**config.mk**
```make
export PLATFORM = sky130hd
export DESIGN_NAME = relu_maxpool2x2_stream
export DESIGN_NICKNAME = d
export VERILOG_FILES = /design/src/rtl/relu_maxpool2x2_stream.sv
export SDC_FILE = /design/constraint.sdc
export NUM_CORES = 1
export LEC_CHECK = 0
export ABC_AREA = 1
export CORE_MARGIN = 4
export CORE_UTILIZATION = 55
export DETAILED_ROUTE_END_ITERATION = 8
export HOLD_SLACK_MARGIN = 0.08
export PLACE_DENSITY = 0.73
export SETUP_SLACK_MARGIN = 0.4
export SYNTH_ARGS = -nofsm -noshare
export SYNTH_HDL_FRONTEND = slang
export SYNTH_SLANG_ARGS = --single-unit
```
**constraint.sdc**
```tcl
create_clock -name clk -period 3.7 [get_ports clk]
set_input_delay 1.11 -clock clk [delete_from_list [all_inputs] [get_ports clk]]
set_output_delay 1.11 -clock clk [all_outputs]
set_load 0.03 [all_outputs]
```
**src/rtl/relu_maxpool2x2_stream.sv**
```systemverilog
// relu_maxpool2x2_stream: streaming ReLU + 2x2/stride-2 max-pool over a
// raster-order IEEE-754 single-precision feature map (WIDTH x HEIGHT).
// Optional feature macro: RELU_MAXPOOL_RELU_EN (defined = ReLU then pool,
// undefined = pool only with full sign-magnitude max).
// Ports:
//   clk        rising-edge clock
//   rst        asynchronous reset, active-high
//   valid_in   data_in valid this cycle (no backpressure)
//   data_in    conv+bias sample
//   valid_out  one-cycle pulse per completed 2x2 window
//   data_out   pooled value, held while valid_out is low
//   frame_done pulses with the last valid_out of a frame
module relu_maxpool2x2_stream #(
    parameter int DATA_WIDTH = 32,
    parameter int WIDTH      = 56,
    parameter int HEIGHT     = 56
) (
    input  logic                  clk,
    input  logic                  rst,
    input  logic                  valid_in,
    input  logic [DATA_WIDTH-1:0] data_in,
    output logic                  valid_out,
    output logic [DATA_WIDTH-1:0] data_out,
    output logic                  frame_done
);

    localparam int HALF = WIDTH / 2;
    localparam int CW   = (WIDTH > 2) ? $clog2(WIDTH) : 1;
    localparam int RW   = (HEIGHT > 2) ? $clog2(HEIGHT) : 1;
    localparam int IW   = (HALF > 1) ? $clog2(HALF) : 1;
    localparam int SB   = DATA_WIDTH - 1;

    typedef logic [DATA_WIDTH-1:0] word_t;

    function automatic word_t act(input word_t x);
`ifdef RELU_MAXPOOL_RELU_EN
        act = x[SB] ? '0 : x;
`else
        act = x;
`endif
    endfunction

    // a strictly greater than b under the configured float ordering
    function automatic logic gt(input word_t a, input word_t b);
`ifdef RELU_MAXPOOL_RELU_EN
        // both operands are non-negative after ReLU
        gt = a[SB-1:0] > b[SB-1:0];
`else
        logic az;
        logic bz;
        az = (a[SB-1:0] == '0);
        bz = (b[SB-1:0] == '0);
        if (az && bz)
            gt = 1'b0;
        else if (a[SB] != b[SB])
            gt = ~a[SB];
        else if (!a[SB])
            gt = a[SB-1:0] > b[SB-1:0];
        else
            gt = a[SB-1:0] < b[SB-1:0];
`endif
    endfunction

    function automatic word_t vmax(input word_t a, input word_t b);
        vmax = gt(b, a) ? b : a;
    endfunction

    logic [CW-1:0] col_q, col_d;
    logic [RW-1:0] row_q, row_d;
    word_t         hold_q, hold_d;
    word_t         out_q, out_d;
    logic          valid_q, valid_d;
    logic          done_q, done_d;
    word_t         rowbuf_q [HALF];
    word_t         rowbuf_d;
    logic          wr_en;
    logic [IW-1:0] idx;
    word_t         x;
    word_t         rb;
    logic          last_col;
    logic          last_row;

    always_comb begin
        x        = act(data_in);
        idx      = IW'(col_q >> 1);
        rb       = rowbuf_q[idx];
        // max of the current row's pair, reused for the row buffer write
        rowbuf_d = vmax(hold_q, x);
        last_col = (col_q == CW'(WIDTH - 1));
        last_row = (row_q == RW'(HEIGHT - 1));
        col_d    = col_q;
        row_d    = row_q;
        hold_d   = hold_q;
        out_d    = out_q;
        valid_d  = 1'b0;
        done_d   = 1'b0;
        wr_en    = 1'b0;
        if (valid_in) begin
            if (!col_q[0]) begin
                hold_d = x;
            end else if (!row_q[0]) begin
                wr_en = 1'b1;
            end else begin
                out_d   = vmax(rb, rowbuf_d);
                valid_d = 1'b1;
                done_d  = last_col && last_row;
            end
            if (last_col) begin
                col_d = '0;
                row_d = last_row ? '0 : row_q + 1'b1;
            end else begin
                col_d = col_q + 1'b1;
            end
        end
    end

    always_ff @(posedge clk or posedge rst) begin
        if (rst) begin
            col_q   <= '0;
            row_q   <= '0;
            hold_q  <= '0;
            out_q   <= '0;
            valid_q <= 1'b0;
            done_q  <= 1'b0;
        end else begin
            col_q   <= col_d;
            row_q   <= row_d;
            hold_q  <= hold_d;
            out_q   <= out_d;
            valid_q <= valid_d;
            done_q  <= done_d;
        end
    end

    // Row buffer contents are don't-care after reset, so no reset here.
    always_ff @(posedge clk) begin
        if (wr_en)
            rowbuf_q[idx] <= rowbuf_d;
    end

    assign valid_out  = valid_q;
    assign data_out   = out_q;
    assign frame_done = done_q;

endmodule

```
==> summary.md, run 1 <==
| Metric | Value |
|---|---|
| Outcome | finished with violations |
| Failing checks | negative setup slack |
| Highest metal used | met4 |
| # rows | 101 |
| TritonCTS Sinks | 974 |
| I/O Pins | 69 |
| Total core area | 76100 um^2 |
| Synth-to-layout area growth | 24.4% |
| Worst path max stage delay | 0.29 ns |
| Crit path time final | 4.41 ns |
| Power Dens Cells | 887 nW/um^2 |
| Overflow after GRT | 0 |
| Metal3 WL | 12.8 mm |
| Peak supply drop | 1.15 mV |
| #FFs+latches synth | 974 |
| Setup Skew | 0.0297 ns |
| Placer congestion estimate | 0.899 |
| Final WL | 126 mm |
| Syn. warnings | 0 |
| Placed Area | 48100 um^2 |
| Via/cell ratio | 5.61 |
| Hpwl dp | 76.6 mm |
| Drt first pass iters | 7 |
| Leak | 22.1 nW |
| Initial Utilization | 0.555 |
| CTS max path bufs | 3 |
| Synthesized area per cell | 10.1 um^2 |
| Layout fillers | 5236 |
| CP required | 4.26 ns |
| Maxcap violations | 0 |
| Setup crit start kind | primary input |
| Fraction of layout cells with a size suffix above 1 | 0.181 |
| Critical path class | in -> reg |
| Initial DRC count | 3932 |
| Cell Area, Synth | 42200 um^2 |
| Setup_tns | -21.18 ns |
| CTS Hold Bufs | 0 |
| R2r worst-path depth | 31 |
| Largest net degree at the start of global routing | 66 |
| CP most frequent cell | nand2_1 |
| WL met1 | 46.3 mm |
| RSZ-0062 raised after global routing | true |
| Sequential share of the synthesized area | 0.683 |
| H-tree levels | 3 |
| Reg area | 28900 um^2 |
| DRC violations left | 0 |
| CTS Root Cell | clkbuf_16 |
| HP Class | reg -> reg |
| Hold Path Cell Cnt | 2 |
| WL/cell | 21.8 um |
| Slew Limit Fails | 0 |
| Crit share post-route | 1.19 |
| Syn Inst Count | 4194 |
| PortBufs | 68 |
| Number of CTS-inserted buffers | 97 |
| Worst-Skew Late Latency | 0.68 ns |
| Slew HR | 0.597 |
| Routed Antenna Nets | 0 |
| Finished layout cell area | 52500 um^2 |
| GRT Resource Usage Total | 0.303 |
| CTS tree | done |
| Netlist cell types | 33 |
| First-pass GRT wire length | 186 mm |
| Worst-path clk slew | 0.06 ns |
| Nets | 4758 |
| Mapped Nets | 4293 |
| Crit. End Element | flip-flop |
| Die H | 285 um |
| Area of the multi-input gates | 13100 um^2 |
| Via Count | 32400 |
| Arr. time, crit path | 4.97 ns |
| Critical-path maximum fanout | 7 |
| Vias in the first global route | 31300 |
| CP max-delay cell | ha_4 |
| Antenna violations before repair | 0 |
| Worst Slack Setup Final | -0.713 ns |
| Final hold violations | 0 |
| Met2 routed WL | 59.9 mm |
| Die area | 81300 um^2 |
| Worst slew pin tran | 0.604 ns |
| Die Wd | 285 um |
| Final setup violation count | 32 |
| Peak Freq | 227 MHz |
| ANT cells | 0 |
[cells by family after synthesis]
kind of cell,share of synthesized area
and+or+nand+nor,0.247
DFF,0.683
buffers and inverters,0.0358
AOI/OAI and AO/OA,0.0148
adders and majority gates,0.0190
xor gates and xnor gates,0.000207
[power breakdown]
group	switching, W	internal (W)	total, W
sequential	0.000319	0.0140	0.0143
combinational	0.0138	0.00864	0.0225
clock	0.00423	0.00557	0.00980
[worst paths after layout]
kind | startpoint | slack (ns) | endpoint
max in group asynchronous | rst | 2.20 | hold_q[0]$_DFFE_PP0P_
max reg2reg | hold_q[24]$_DFFE_PP0P_ | -0.60 | data_out[3]$_DFFE_PP0P_
max | data_in[20] | -0.71 | data_out[3]$_DFFE_PP0P_
min in group asynchronous | rst | 0.81 | row_q[4]$_DFFE_PP0P_
min reg2reg | data_out[6]$_DFFE_PP0P_ | 0.49 | data_out[6]$_DFFE_PP0P_
min | data_out[6]$_DFFE_PP0P_ | 0.49 | data_out[6]$_DFFE_PP0P_
[worst max-delay path: cells and delay by family]
kind                       cells  cell delay (ns)
buffers and inverters          6             0.73
and+or+nand+nor               19             1.90
AOI/OAI and AO/OA              5             0.67
adders and majority gates      2             0.55
[Yosys cell counts]
cell	count	area share
nor3_2	2	0.00047
buf_4	1	0.00018
nor3_1	15	0.0018
o221ai_1	1	0.00021
nand2_4	1	0.00027
a21o_1	2	0.00036
o21ai_0	52	0.0062
a211oi_1	1	0.00018
nand3_1	166	0.020
edfxtp_1	896	0.64
nand4_1	28	0.0041
nor2_2	2	0.00030
and2_1	1	0.00015
o22ai_1	1	0.00015
nor2_1	211	0.019
buf_2	92	0.011
ha_1	64	0.019
buf_1	14	0.0012
o211a_1	1	0.00024
a21oi_1	42	0.0050
nand2_2	1	0.00015
nor3b_1	2	0.00036
dfrtp_1	78	0.046
a22oi_1	14	0.0025
buf_6	6	0.0016
clkbuf_1	70	0.0062
nand2_1	2247	0.20
inv_2	7	0.00062
inv_1	169	0.015
xor2_1	1	0.00021
nor3_4	1	0.00039
nor4_1	4	0.00059
nor4b_1	1	0.00021
[flip-flops by register name, indices dropped and copies added, names as in the netlist]
signal	cells
hold_q	32
rowbuf_q	896
col_q	6
row_q	6
frame_done	1
data_out	32
valid_out	1
[layer usage]
| metal | GRT usage | vias up |
|---|---|---|
| met5 | 0 | - |
| met4 | 0.138 | 0 |
| met3 | 0.0556 | 413 |
| met2 | 0.495 | 1880 |
| met1 | 0.398 | 15400 |
| li1 | - | 14700 |
[stage by stage]
step / hold WS (ns) / total power, W / instances / setup WS, ns / utilization
final: 0.486 / 0.0466 / 5768 / -0.713 / 0.691
after global routing: 0.507 / 0.0488 / 5768 / -0.806 / 0.691
after CTS: 0.486 / 0.0451 / 5751 / -0.380 / 0.684
after detailed placement: 0.464 / 0.0338 / 5546 / -1.56 / 0.632
after global placement: 0.466 / 0.0334 / 5546 / -1.52 / 0.632
after floorplan: 0.453 / 0.0250 / 4194 / -0.791 / -
[placed cells by master, fill, tap and decap left out, types with 24 or more instances in the layout]
cell	count
clkbuf_16	102
a21oi_1	31
dfrtp_1	76
nor2_4	32
edfxtp_1	896
nand2_1	2206
clkinv_1	24
buf_12	82
nand2_2	36
nand4_1	28
nand3_1	142
ha_4	42
o21ai_0	44
inv_1	150
clkdlybuf4s50_1	37
buf_4	380
nor2_1	176
[cell type report]
cell class,instances,area share
sequential,974,0.549
multi-input combinational,2861,0.250
timing repair buffer,549,0.102
clock buffer,115,0.0491
tap,1030,0.0245
inverter,176,0.0132
clock inverter,63,0.0115
[what timing repair did]
item	CTS	global route
buffers inserted	22	15
setup endpoints to repair	97	32
cloned	5	2
resized for setup	222	83
pin swaps	101	51
(Power assumes the default switching activity.)
==> run 2: changes to the inputs <==
--- a/config.mk
+++ b/config.mk
@@ -9,8 +9,9 @@
 export CORE_MARGIN = 4
 export CORE_UTILIZATION = 55
 export DETAILED_ROUTE_END_ITERATION = 8
+export DONT_BUFFER_PORTS = 1
 export HOLD_SLACK_MARGIN = 0.08
-export PLACE_DENSITY = 0.73
+export PLACE_DENSITY = 0.72
 export SETUP_SLACK_MARGIN = 0.4
 export SYNTH_ARGS = -nofsm -noshare
 export SYNTH_HDL_FRONTEND = slang
==> summary.md, run 2 (same netlist as run 1, synthesis figures left out) <==
| Metric | Value |
|---|---|
| Outcome | finished with violations |
| Failing checks | negative setup slack |
| Peak Freq | 233 MHz (+2.7%) |
| Die area | 81300 um^2 (unchanged) |
| Power Dens Cells | 891 nW/um^2 (+0.45%) |
| Setup crit start kind | primary input |
| CP required | 4.25 ns (about the same) |
| Placer congestion estimate | 0.939 (+4.5%) |
| Number of CTS-inserted buffers | 97 (unchanged) |
| DRC violations left | 0 (unchanged) |
| Via Count | 31500 (-2.8%) |
| Final Power | 0.0453 W (-2.7%) |
| WL/cell | 21.6 um (-1.0%) |
| Crit. End Element | flip-flop |
| Setup Skew | 0.0261 ns (-0.00364 ns) |
| CP most frequent cell | nand2_1 |
| # rows | 101 (unchanged) |
| Worst R2R Setup Slack | -0.58 ns (+0.02 ns) |
| First-pass GRT wire length | 181 mm (-2.8%) |
| Hpwl dp | 75.1 mm (-1.9%) |
| PortBufs | 0 (-100%) |
| Largest net degree at the start of global routing | 79 (+20%) |
| Max reg flops | 896 (unchanged) |
| Crit path time final | 4.30 ns (-0.114 ns) |
| Internal power | 0.0273 W (-3.2%) |
| Final hold violations | 0 (unchanged) |
| Layout fillers | 5505 (+5.1%) |
| Critical path class | in -> reg |
| Psw | 0.0180 W (-2.0%) |
| Comb power frac | 0.469 (-0.013) |
| Arr. time, crit path | 4.85 ns (-0.12 ns) |
| WHS | 0.390 ns (-0.0963 ns) |
| Worst Slack Setup Final | -0.599 ns (+0.114 ns) |
| Antenna violations before repair | 0 (unchanged) |
| Peak supply drop | 0.765 mV (-33%) |
| HP Class | in -> async |
| Vias in the first global route | 30000 (-4.1%) |
| Flop pwr share | 0.324 (+0.016) |
| Commonest non-fill, non-tap cells in the layout | nand2_1 (2202), edfxtp_1 (896), buf_4 (360), nor2_1 (176), nand3_1 (155) |
| Routed Antenna Nets | 0 (unchanged) |
| CTS tree | done |
| Fraction of layout cells with a size suffix above 1 | 0.162 (-0.0191) |
| Critical-path maximum fanout | 9 (+2) |
| Total core area | 76100 um^2 (unchanged) |
| ANT cells | 0 (unchanged) |
| Via/cell ratio | 5.57 (-0.71%) |
| CTS max path bufs | 3 (unchanged) |
| Commonest non-fill, non-tap cell in the layout | nand2_1 |
| Overflow after GRT | 0 (unchanged) |
| Slew Limit Fails | 0 (unchanged) |
| Placed Area | 46900 um^2 (-2.5%) |
| Nets | 4644 (-2.4%) |
| Drt first pass iters | 6 (-1) |
| I/O Pins | 69 (unchanged) |
| Initial Utilization | 0.555 (unchanged) |
| Worst-path clk slew | 0.06 ns (about the same) |
| CP max-delay cell | nor3b_2 |
| Worst-Skew Late Latency | 0.66 ns (-0.02 ns) |
| R2r worst-path depth | 30 (-3.2%) |
| RSZ-0062 raised after global routing | true |
| Worst path max stage delay | 0.31 ns (+0.02 ns) |
| GRT Resource Usage Total | 0.295 (-0.00766) |
| Largest register by flop count | rowbuf_q |
| Initial DRC count | 3918 (-0.36%) |
| Reg-to-Reg Start | hold_q[23]$_DFFE_PP0P_ |
| Crit share post-route | 1.16 (-0.0309) |
| Leak | 21.4 nW (-3.1%) |
| Final setup violation count | 32 (unchanged) |
| Die H | 285 um (unchanged) |
| Worst slew pin tran | 1.12 ns (+0.519 ns) |
| H-tree levels | 3 (unchanged) |
| Die Wd | 285 um (unchanged) |
| Post-layout util | 0.669 (-0.0219) |
| TritonCTS Sinks | 974 (unchanged) |
| Sw Ratio | 0.397 (+0.00294) |
| Slew HR | 0.251 (-0.346) |
| Synth-to-layout area growth | 20.5% |
| Finished layout cell area | 50900 um^2 (-3.2%) |
| Worst r2r dst | data_out[24]$_DFFE_PP0P_ |
| Final WL | 122 mm (-3.1%) |
| Setup_tns | -16.92 ns (+4.26 ns) |
| Clock network fraction of design power | 0.208 (-0.002) |
| Maxcap violations | 0 (unchanged) |
| CTS Hold Bufs | 0 (unchanged) |
| CTS Root Cell | clkbuf_16 |
==> run 2: power by group through the flow <==
stage	registers, W	clock network (W)	logic [W]
6_report	0.0147	0.00941	0.0212
5_1_grt	0.0147	0.00997	0.0230
4_1_cts	0.0147	0.00950	0.0200
3_5_place_dp	0.0149	0	0.0183
3_3_place_gp	0.0149	0	0.0179
2_1_floorplan	0.0147	0	0.0103
==> run 2: critical path: cells and delay by family <==
family / cells / cell delay [ns]
and+or+nand+nor: 17 / 1.93
buffers and inverters: 9 / 1.17
adders and majority gates: 2 / 0.52
AOI/OAI and AO/OA: 1 / 0.08
==> run 2: layout make-up <==
type,count,area [um^2],area share
multi-input combinational,2865,12900,0.254
timing repair buffer,431,4090,0.0804
clock inverter,51,463,0.00910
clock buffer,122,2550,0.0501
inverter,176,698,0.0137
sequential,974,28900,0.567
tap,1030,1290,0.0253
==> run 2: routing by layer <==
layer	track usage	up-vias	part of all wire
met1	0.404	15000	0.38
met4	0.115	0	0.044
met3	0.0513	332	0.10
met2	0.478	1722	0.47
li1	-	14400	-
met5	0	-	0
==> run 2: worst max-delay path by stage <==
stage | startpoint | to | slack (ns) | cells past startpoint
CTS | data_in[23] | data_out[31]$_DFFE_PP0P_ | -0.24 | 28
global route | hold_q[28]$_DFFE_PP0P_ | data_out[24]$_DFFE_PP0P_ | -0.78 | 30
global placement | data_in[26] | data_out[3]$_DFFE_PP0P_ | -1.17 | 33
finish | data_in[23] | data_out[24]$_DFFE_PP0P_ | -0.60 | 29
floorplan | data_in[20] | data_out[3]$_DFFE_PP0P_ | -0.79 | 32
detailed placement | data_in[24] | data_out[16]$_DFFE_PP0P_ | -1.27 | 29
==> run 2: repair_timing <==
item                       CTS  global route
resized for setup           83            64
gates cloned                 5             3
pin swaps                   50            27
buffers inserted            16             7
setup endpoints to repair   32            32
==> run 2: stage by stage <==
| stage | setup WS, ns | cells |
|---|---|---|
| 2_1_floorplan | -0.791 | 4194 |
| 3_3_place_gp | -1.17 | 5445 |
| 3_5_place_dp | -1.27 | 5445 |
| 4_1_cts | -0.238 | 5639 |
| 5_1_grt | -0.785 | 5649 |
| 6_report | -0.599 | 5649 |
